`config.mk`:
```
export PLATFORM = sky130hd
export DESIGN_NAME = rf_wb_flat
export DESIGN_NICKNAME = d
export VERILOG_FILES = /design/src/rtl/rf_wb_pkg.sv /design/src/rtl/rf_wb_if.sv /design/src/rtl/rf_wb_fifo.sv /design/src/rtl/rf_wb.sv /design/src/flat_wrapper.sv
export SDC_FILE = /design/constraint.sdc
export NUM_CORES = 1
export LEC_CHECK = 0
export BUFFER_PORTS_ARGS = -buffer_cell sky130_fd_sc_hd__clkbuf_2
export CAP_MARGIN = 10
export CORE_ASPECT_RATIO = 2
export CORE_UTILIZATION = 47
export DETAILED_ROUTE_END_ITERATION = 8
export GPL_TIMING_DRIVEN = 0
export HOLD_SLACK_MARGIN = 0.15
export PLACE_DENSITY = 0.84
export SLEW_MARGIN = 20
export SYNTH_ARGS = -nofsm -noshare
export SYNTH_HDL_FRONTEND = slang
export SYNTH_HIERARCHICAL = 1
export SYNTH_SLANG_ARGS = --single-unit
```
`constraint.sdc`:
```
create_clock -name i_clk -period 3.6 [get_ports i_clk]
set_input_delay 0.72 -clock i_clk [delete_from_list [all_inputs] [get_ports i_clk]]
set_output_delay 0.72 -clock i_clk [all_outputs]
set_load 0.1 [all_outputs]
```
`src/rtl/rf_wb_pkg.sv`:
```
// Shared constants and payload types for the writeback unit.
package rf_wb_pkg;

    localparam int unsigned XLEN     = 32;
    localparam int unsigned REG_AW   = 5;
    localparam int unsigned NREGS    = 32;
    localparam int unsigned LB_DEPTH = 2;

    localparam logic [REG_AW-1:0] X0 = '0;

    // One buffered load result.
    typedef struct packed {
        logic [REG_AW-1:0] rd;
        logic [XLEN-1:0]   data;
    } wb_entry_t;

    // Which source owns the RF write port this cycle.
    typedef enum logic [1:0] {
        SRC_NONE = 2'd0,
        SRC_ALU  = 2'd1,
        SRC_LOAD = 2'd2
    } wb_src_e;

endpackage

```
`src/rtl/rf_wb_if.sv`:
```
// Load-result handshake channel into the writeback unit.
interface rf_wb_if;
    import rf_wb_pkg::*;

    logic              ld_valid;
    logic              ld_ready;
    logic [REG_AW-1:0] ld_rd;
    logic [XLEN-1:0]   ld_data;

    modport master (output ld_valid, ld_rd, ld_data, input ld_ready);
    modport slave  (input ld_valid, ld_rd, ld_data, output ld_ready);
endinterface

```
`src/rtl/rf_wb_fifo.sv`:
```
// Small {rd, data} FIFO holding load results until the write port is free.
module rf_wb_fifo
    import rf_wb_pkg::*;
#(
    parameter int unsigned DEPTH = LB_DEPTH
) (
    input  logic      i_clk,
    input  logic      i_rst,
    input  logic      i_push,
    input  logic      i_pop,
    input  wb_entry_t i_wdata,
    output wb_entry_t o_head,
    output logic      o_full,
    output logic      o_empty
);

    localparam int unsigned PTR_W = (DEPTH > 1) ? $clog2(DEPTH) : 1;
    localparam int unsigned CNT_W = $clog2(DEPTH + 1);

    wb_entry_t        mem_q [DEPTH];
    wb_entry_t        mem_d [DEPTH];
    logic [PTR_W-1:0] head_q, head_d;
    logic [PTR_W-1:0] tail_q, tail_d;
    logic [CNT_W-1:0] count_q, count_d;

    assign o_full  = (count_q == CNT_W'(DEPTH));
    assign o_empty = (count_q == '0);
    assign o_head  = mem_q[head_q];

    // Pointer, count and storage next-state; push and pop may coincide.
    always_comb begin
        mem_d   = mem_q;
        head_d  = head_q;
        tail_d  = tail_q;
        count_d = count_q;
        if (i_push) begin
            mem_d[tail_q] = i_wdata;
            tail_d = (tail_q == PTR_W'(DEPTH - 1)) ? '0 : tail_q + PTR_W'(1);
        end
        if (i_pop) begin
            head_d = (head_q == PTR_W'(DEPTH - 1)) ? '0 : head_q + PTR_W'(1);
        end
        if (i_push && !i_pop) begin
            count_d = count_q + CNT_W'(1);
        end else if (!i_push && i_pop) begin
            count_d = count_q - CNT_W'(1);
        end
    end

    // Control state; reset empties the buffer.
    always_ff @(posedge i_clk) begin
        if (i_rst) begin
            head_q  <= '0;
            tail_q  <= '0;
            count_q <= '0;
        end else begin
            head_q  <= head_d;
            tail_q  <= tail_d;
            count_q <= count_d;
        end
    end

    // Payload storage needs no reset; only entries below count are ever read.
    always_ff @(posedge i_clk) begin
        mem_q <= mem_d;
    end

endmodule

```
`src/rtl/rf_wb.sv`:
```
// Writeback unit: ALU/load arbitration onto the RF write port plus the
// pending-write scoreboard used by hazard detection.
module rf_wb
    import rf_wb_pkg::*;
#(
    parameter bit BYPASS_EN = 1'b1
) (
    input  logic              i_clk,
    input  logic              i_rst,
    input  logic              i_issue_valid,
    input  logic [REG_AW-1:0] i_issue_rd,
    input  logic              i_alu_valid,
    input  logic [REG_AW-1:0] i_alu_rd,
    input  logic [XLEN-1:0]   i_alu_data,
    rf_wb_if.slave            ld,
    output logic [REG_AW-1:0] o_rd_waddr,
    output logic [XLEN-1:0]   o_rd_wdata,
    input  logic [REG_AW-1:0] i_rs1_addr,
    input  logic [REG_AW-1:0] i_rs2_addr,
    output logic              o_rs1_busy,
    output logic              o_rs2_busy,
    output logic [NREGS-1:0]  o_busy
);

    wb_src_e          src;
    wb_entry_t        fifo_head;
    logic             fifo_full;
    logic             fifo_empty;
    logic             fifo_push;
    logic             fifo_pop;
    logic [NREGS-1:0] busy_q, busy_d;

    assign ld.ld_ready = !fifo_full;
    // Loads to x0 complete the handshake but are dropped here.
    assign fifo_push   = ld.ld_valid && !fifo_full && (ld.ld_rd != X0) && !i_rst;
    assign fifo_pop    = (src == SRC_LOAD);
    assign o_busy      = busy_q;

    rf_wb_fifo #(.DEPTH(LB_DEPTH)) u_fifo (
        .i_clk   (i_clk),
        .i_rst   (i_rst),
        .i_push  (fifo_push),
        .i_pop   (fifo_pop),
        .i_wdata (wb_entry_t'{rd: ld.ld_rd, data: ld.ld_data}),
        .o_head  (fifo_head),
        .o_full  (fifo_full),
        .o_empty (fifo_empty)
    );

    // Write-port arbitration: ALU first, then the oldest buffered load.
    always_comb begin
        src        = SRC_NONE;
        o_rd_waddr = X0;
        o_rd_wdata = '0;
        if (!i_rst) begin
            if (i_alu_valid && (i_alu_rd != X0)) begin
                src        = SRC_ALU;
                o_rd_waddr = i_alu_rd;
                o_rd_wdata = i_alu_data;
            end else if (!fifo_empty) begin
                src        = SRC_LOAD;
                o_rd_waddr = fifo_head.rd;
                o_rd_wdata = fifo_head.data;
            end
        end
    end

    // Scoreboard next-state: clear on write, then set on issue so set wins.
    always_comb begin
        busy_d = busy_q;
        if (o_rd_waddr != X0) begin
            busy_d[o_rd_waddr] = 1'b0;
        end
        if (i_issue_valid && (i_issue_rd != X0)) begin
            busy_d[i_issue_rd] = 1'b1;
        end
        busy_d[0] = 1'b0;
    end

    // Scoreboard register.
    always_ff @(posedge i_clk) begin
        if (i_rst) begin
            busy_q <= '0;
        end else begin
            busy_q <= busy_d;
        end
    end

    // Lookup ports; optionally hide a register that is being written now.
    always_comb begin
        o_rs1_busy = 1'b0;
        o_rs2_busy = 1'b0;
        if ((i_rs1_addr != X0) && !(BYPASS_EN && (o_rd_waddr == i_rs1_addr))) begin
            o_rs1_busy = busy_q[i_rs1_addr];
        end
        if ((i_rs2_addr != X0) && !(BYPASS_EN && (o_rd_waddr == i_rs2_addr))) begin
            o_rs2_busy = busy_q[i_rs2_addr];
        end
    end

endmodule

```
`src/flat_wrapper.sv`:
```
// flat-port wrapper written by rule: the top's interface ports become plain ports
module rf_wb_flat import rf_wb_pkg::*;
#(
    parameter bit BYPASS_EN = 1'b1
)
  (i_clk, i_rst, i_issue_valid, i_issue_rd, i_alu_valid, i_alu_rd, i_alu_data, o_rd_waddr, o_rd_wdata, i_rs1_addr, i_rs2_addr, o_rs1_busy, o_rs2_busy, o_busy, ld_ld_valid, ld_ld_rd, ld_ld_data, ld_ld_ready);
  rf_wb_if ld_i ();
  input  logic i_clk;
  input  logic i_rst;
  input  logic i_issue_valid;
  input  logic [REG_AW-1:0] i_issue_rd;
  input  logic i_alu_valid;
  input  logic [REG_AW-1:0] i_alu_rd;
  input  logic [XLEN-1:0] i_alu_data;
  output logic [REG_AW-1:0] o_rd_waddr;
  output logic [XLEN-1:0] o_rd_wdata;
  input  logic [REG_AW-1:0] i_rs1_addr;
  input  logic [REG_AW-1:0] i_rs2_addr;
  output logic o_rs1_busy;
  output logic o_rs2_busy;
  output logic [NREGS-1:0] o_busy;
  input wire logic [$bits(ld_i.ld_valid)-1:0] ld_ld_valid;
  input wire logic [$bits(ld_i.ld_rd)-1:0] ld_ld_rd;
  input wire logic [$bits(ld_i.ld_data)-1:0] ld_ld_data;
  output wire logic [$bits(ld_i.ld_ready)-1:0] ld_ld_ready;
  assign ld_i.ld_valid = ld_ld_valid;
  assign ld_i.ld_rd = ld_ld_rd;
  assign ld_i.ld_data = ld_ld_data;
  assign ld_ld_ready = ld_i.ld_ready;
  rf_wb #(.BYPASS_EN(BYPASS_EN)) u_core (.i_clk(i_clk), .i_rst(i_rst), .i_issue_valid(i_issue_valid), .i_issue_rd(i_issue_rd), .i_alu_valid(i_alu_valid), .i_alu_rd(i_alu_rd), .i_alu_data(i_alu_data), .ld(ld_i), .o_rd_waddr(o_rd_waddr), .o_rd_wdata(o_rd_wdata), .i_rs1_addr(i_rs1_addr), .i_rs2_addr(i_rs2_addr), .o_rs1_busy(o_rs1_busy), .o_rs2_busy(o_rs2_busy), .o_busy(o_busy));
endmodule
```
==> metrics.cfg <==
[yosys]
synth_cell_types=59
synth_most_common_cell=edfxtp_1
ys_seq_elements=109
syn_area_per_cell_sq_um=12.7
yosysTopAreaCell=edfxtp_1
synth.top_cell.area_share=0.406
synth_ff_type=edfxtp_1
yosys-top-cells-count=edfxtp_1 (74), mux2_2 (45), o21ai_0 (36), dfxtp_1 (35), a22o_1 (32)
synth_area_leaders=edfxtp_1 (41%), dfxtp_1 (13%), mux2_2 (9.3%)
async_reset_ff_frac=0
ys_warn_count=6
syn_nets=524
syn_inst=429
synth-seq-area-share=0.534
synth_edf_count=74
synth_area_sq_um=5470

[floorplan]
die_y_microns=155
fp.dieW_microns=78.3
core-area_sq_um=11300
die-area_sq_um=12100
pin_count=166
start_util=0.485
rows=55

[layout]
multi_input_area_sq_um=2420
nets=701
num_antenna_cells=0
synthToLayoutAreaGrowth_pct=25.0
drive_gt1_frac=0.442
register_area_sq_um=2920
fin_cells=753
fillers=945
fin_util=0.606

[clock_network]
htreeDepth=3
clock_sinks=109
clk_pin_slew_ns=0.07
clockBufferDepth=2
cts_root_buf=clkbuf_16
cts_buffers=9
clock_latency_ns=0.34
cts_setup_buffers=0
cts_tree=yes

[detailed_routing]
dr.pass1.iters=5
vias_per_cell=5.90
detail_route.wl_per_cell_microns=19.2
ant_nets=0
drt_iter0_drc=355
dr_total_vias=4446
routed_wl_microns=14500
drc=0

[worst_setup_path]
cp_max_fo=10
critPathMaxStageDelay_ns=0.33
r2r_start=u_core/u_fifo/head_q$_SDFFE_PP0P_
required_ns=2.88
start_kind=flip-flop
arrival_ns=2.75
slowest_stage=dfxtp_1
rr_endpoint=u_core/o_busy[9]$_SDFF_PP0_
r2r_cells=9
cp_common_cell=buf_4
crit_path_end_kind=output port
crit_buf_inv=4
path_class=flip-flop to output port
cp_cell_sequence=buf_4 -> buf_6 -> mux2_2 -> nor2b_1 -> o221a_2 -> buf_2 -> xnor2_1 -> nand4_1 -> o2bb2a_4 -> buf_4
critPathLaunch=u_core/u_fifo/head_q$_SDFFE_PP0P_
rrSetupSlack_ns=1.10
cpLargestDelayFamily=buffers and inverters

[min_path]
hp-class=flip-flop to flip-flop
hp-start=u_core/o_busy[2]$_SDFF_PP0_
min_to=u_core/o_busy[2]$_SDFF_PP0_
whs_path_depth=2

[power_and_ir_drop]
leakagePower_nw=2.72
ir_worst_vdd_v=0.000452
p_per_area_nw_per_um2=477

[status]
status=completed

[timing]
max_clock_freq_ghz=0.289
period_minus_slack_ns=3.47
final_max_slew_viol_count=0
tightest_slew_ns=0.696
finalSetupTns_ns=0
finalHoldWorstSlack_ns=0.521
rsz0062_at_grt=no
slew_headroom=0.532
fin_crit_sh=0.963
finalSetupViolations=0
fin_skew_ns=0.0115
hold_viol_final=0

[placement]
place.gp.congestion=0.989
dp.cells=737
placement.io_buffers=164
hpwl_microns=11400

[grt]
grtUsageTotal=0.245
grt_max_degree=30
grt_overflow=0
antenna_found_initial=0
grt_pass1_vias=4693
grt_pass1_wl_microns=22400

[run]
maxCapViolations=0

==> cells in the final DEF (no fill, tap or decap), types with 3 or more instances in the layout <==
master and n:
nor2b_1 6, mux2_2 45, and2_1 4, nand3_1 6, inv_8 3, clkbuf_2 153, nor2_1 9, dfxtp_1 35
o21ai_0 36, nand2b_1 5, inv_1 8, xnor2_1 10, clkbuf_16 9, nand2_1 19, a22o_1 32, a21oi_1 19
buf_4 4, or3_1 4, o211ai_1 19, buf_2 18, clkbuf_1 8, nand4_1 3, mux2i_1 8, edfxtp_1 74
mux4_1 4, nand3b_1 3, mux4_2 6
==> per-layer routing <==
layer  GRT usage  routed length [microns]  up-vias
met4       0.163                      854        0
met1       0.220                     4600     2097
met2       0.477                     8180      246
li1            -                        -     2041
met5           0                        0        -
met3      0.0419                      851       62
==> cells by family after synthesis <==
group	Yosys count	synth area share
other	1	0.000686
multiplexers	63	0.151
flip-flops	109	0.534
XOR/XNOR	12	0.0192
AND/OR/NAND/NOR	78	0.0856
AO/OA/AOI/OAI	133	0.178
adder cells (fa/ha/maj)	1	0.00229
buffers and inverters	32	0.0286
==> power breakdown <==
| part | internal, mW | switching [mW] |
|---|---|---|
| sequential | 1.40 | 0.0227 |
| clock | 0.489 | 0.456 |
| combinational | 0.249 | 0.648 |
==> tightest hold or removal path, stage by stage (launching register included) <==
cell and delay, ns:
dfxtp_1 0.35, inv_1 0.07, o22ai_1 0.06
==> per-stage QoR <==
step | setup slack (ns) | power [mW] | cell area, sq um
2_1_floorplan | 0.0613 | 2.13 | 5490
3_3_place_gp | -0.160 | 2.31 | 6480
3_5_place_dp | 0.0149 | 2.34 | 6530
4_1_cts | 0.0460 | 3.28 | 6830
5_1_grt | 0.00592 | 3.37 | 6840
6_report | 0.135 | 3.26 | 6840
==> how the worst max path moves through the flow <==
stage,endpoint,cells after the start
2_1_floorplan,o_rs1_busy,5
3_3_place_gp,u_core/u_fifo/mem_q[41]$_DFFE_PP_,5
3_5_place_dp,o_rs1_busy,9
4_1_cts,o_rs1_busy,10
5_1_grt,o_rd_wdata[1],6
6_report,o_rs1_busy,10
==> area by class of cell <==
class / count / share of cell area
Multi-Input combinational cell: 288 / 0.354
Sequential cell: 109 / 0.428
Tap cell: 142 / 0.0260
Clock inverter: 6 / 0.00878
Clock buffer: 10 / 0.0335
Timing Repair Buffer: 166 / 0.127
Buffer: 23 / 0.0179
Inverter: 9 / 0.00494
==> sequential cells by signal, indices dropped and copies added, names as in the netlist <==
name,flops
u_core/u_fifo/head_q,1
u_core/u_fifo/mem_q,74
u_core/u_fifo/tail_q,1
u_core/u_fifo/count_q,2
u_core/o_busy,31
==> what timing repair did <==
item,4_1_cts,5_1_grt
gates resized for setup,2,14
hold buffers,0,0
pin swaps,0,0
setup endpoints to repair,2,11
hold endpoints to repair,0,0
(Power assumes the default switching activity.)
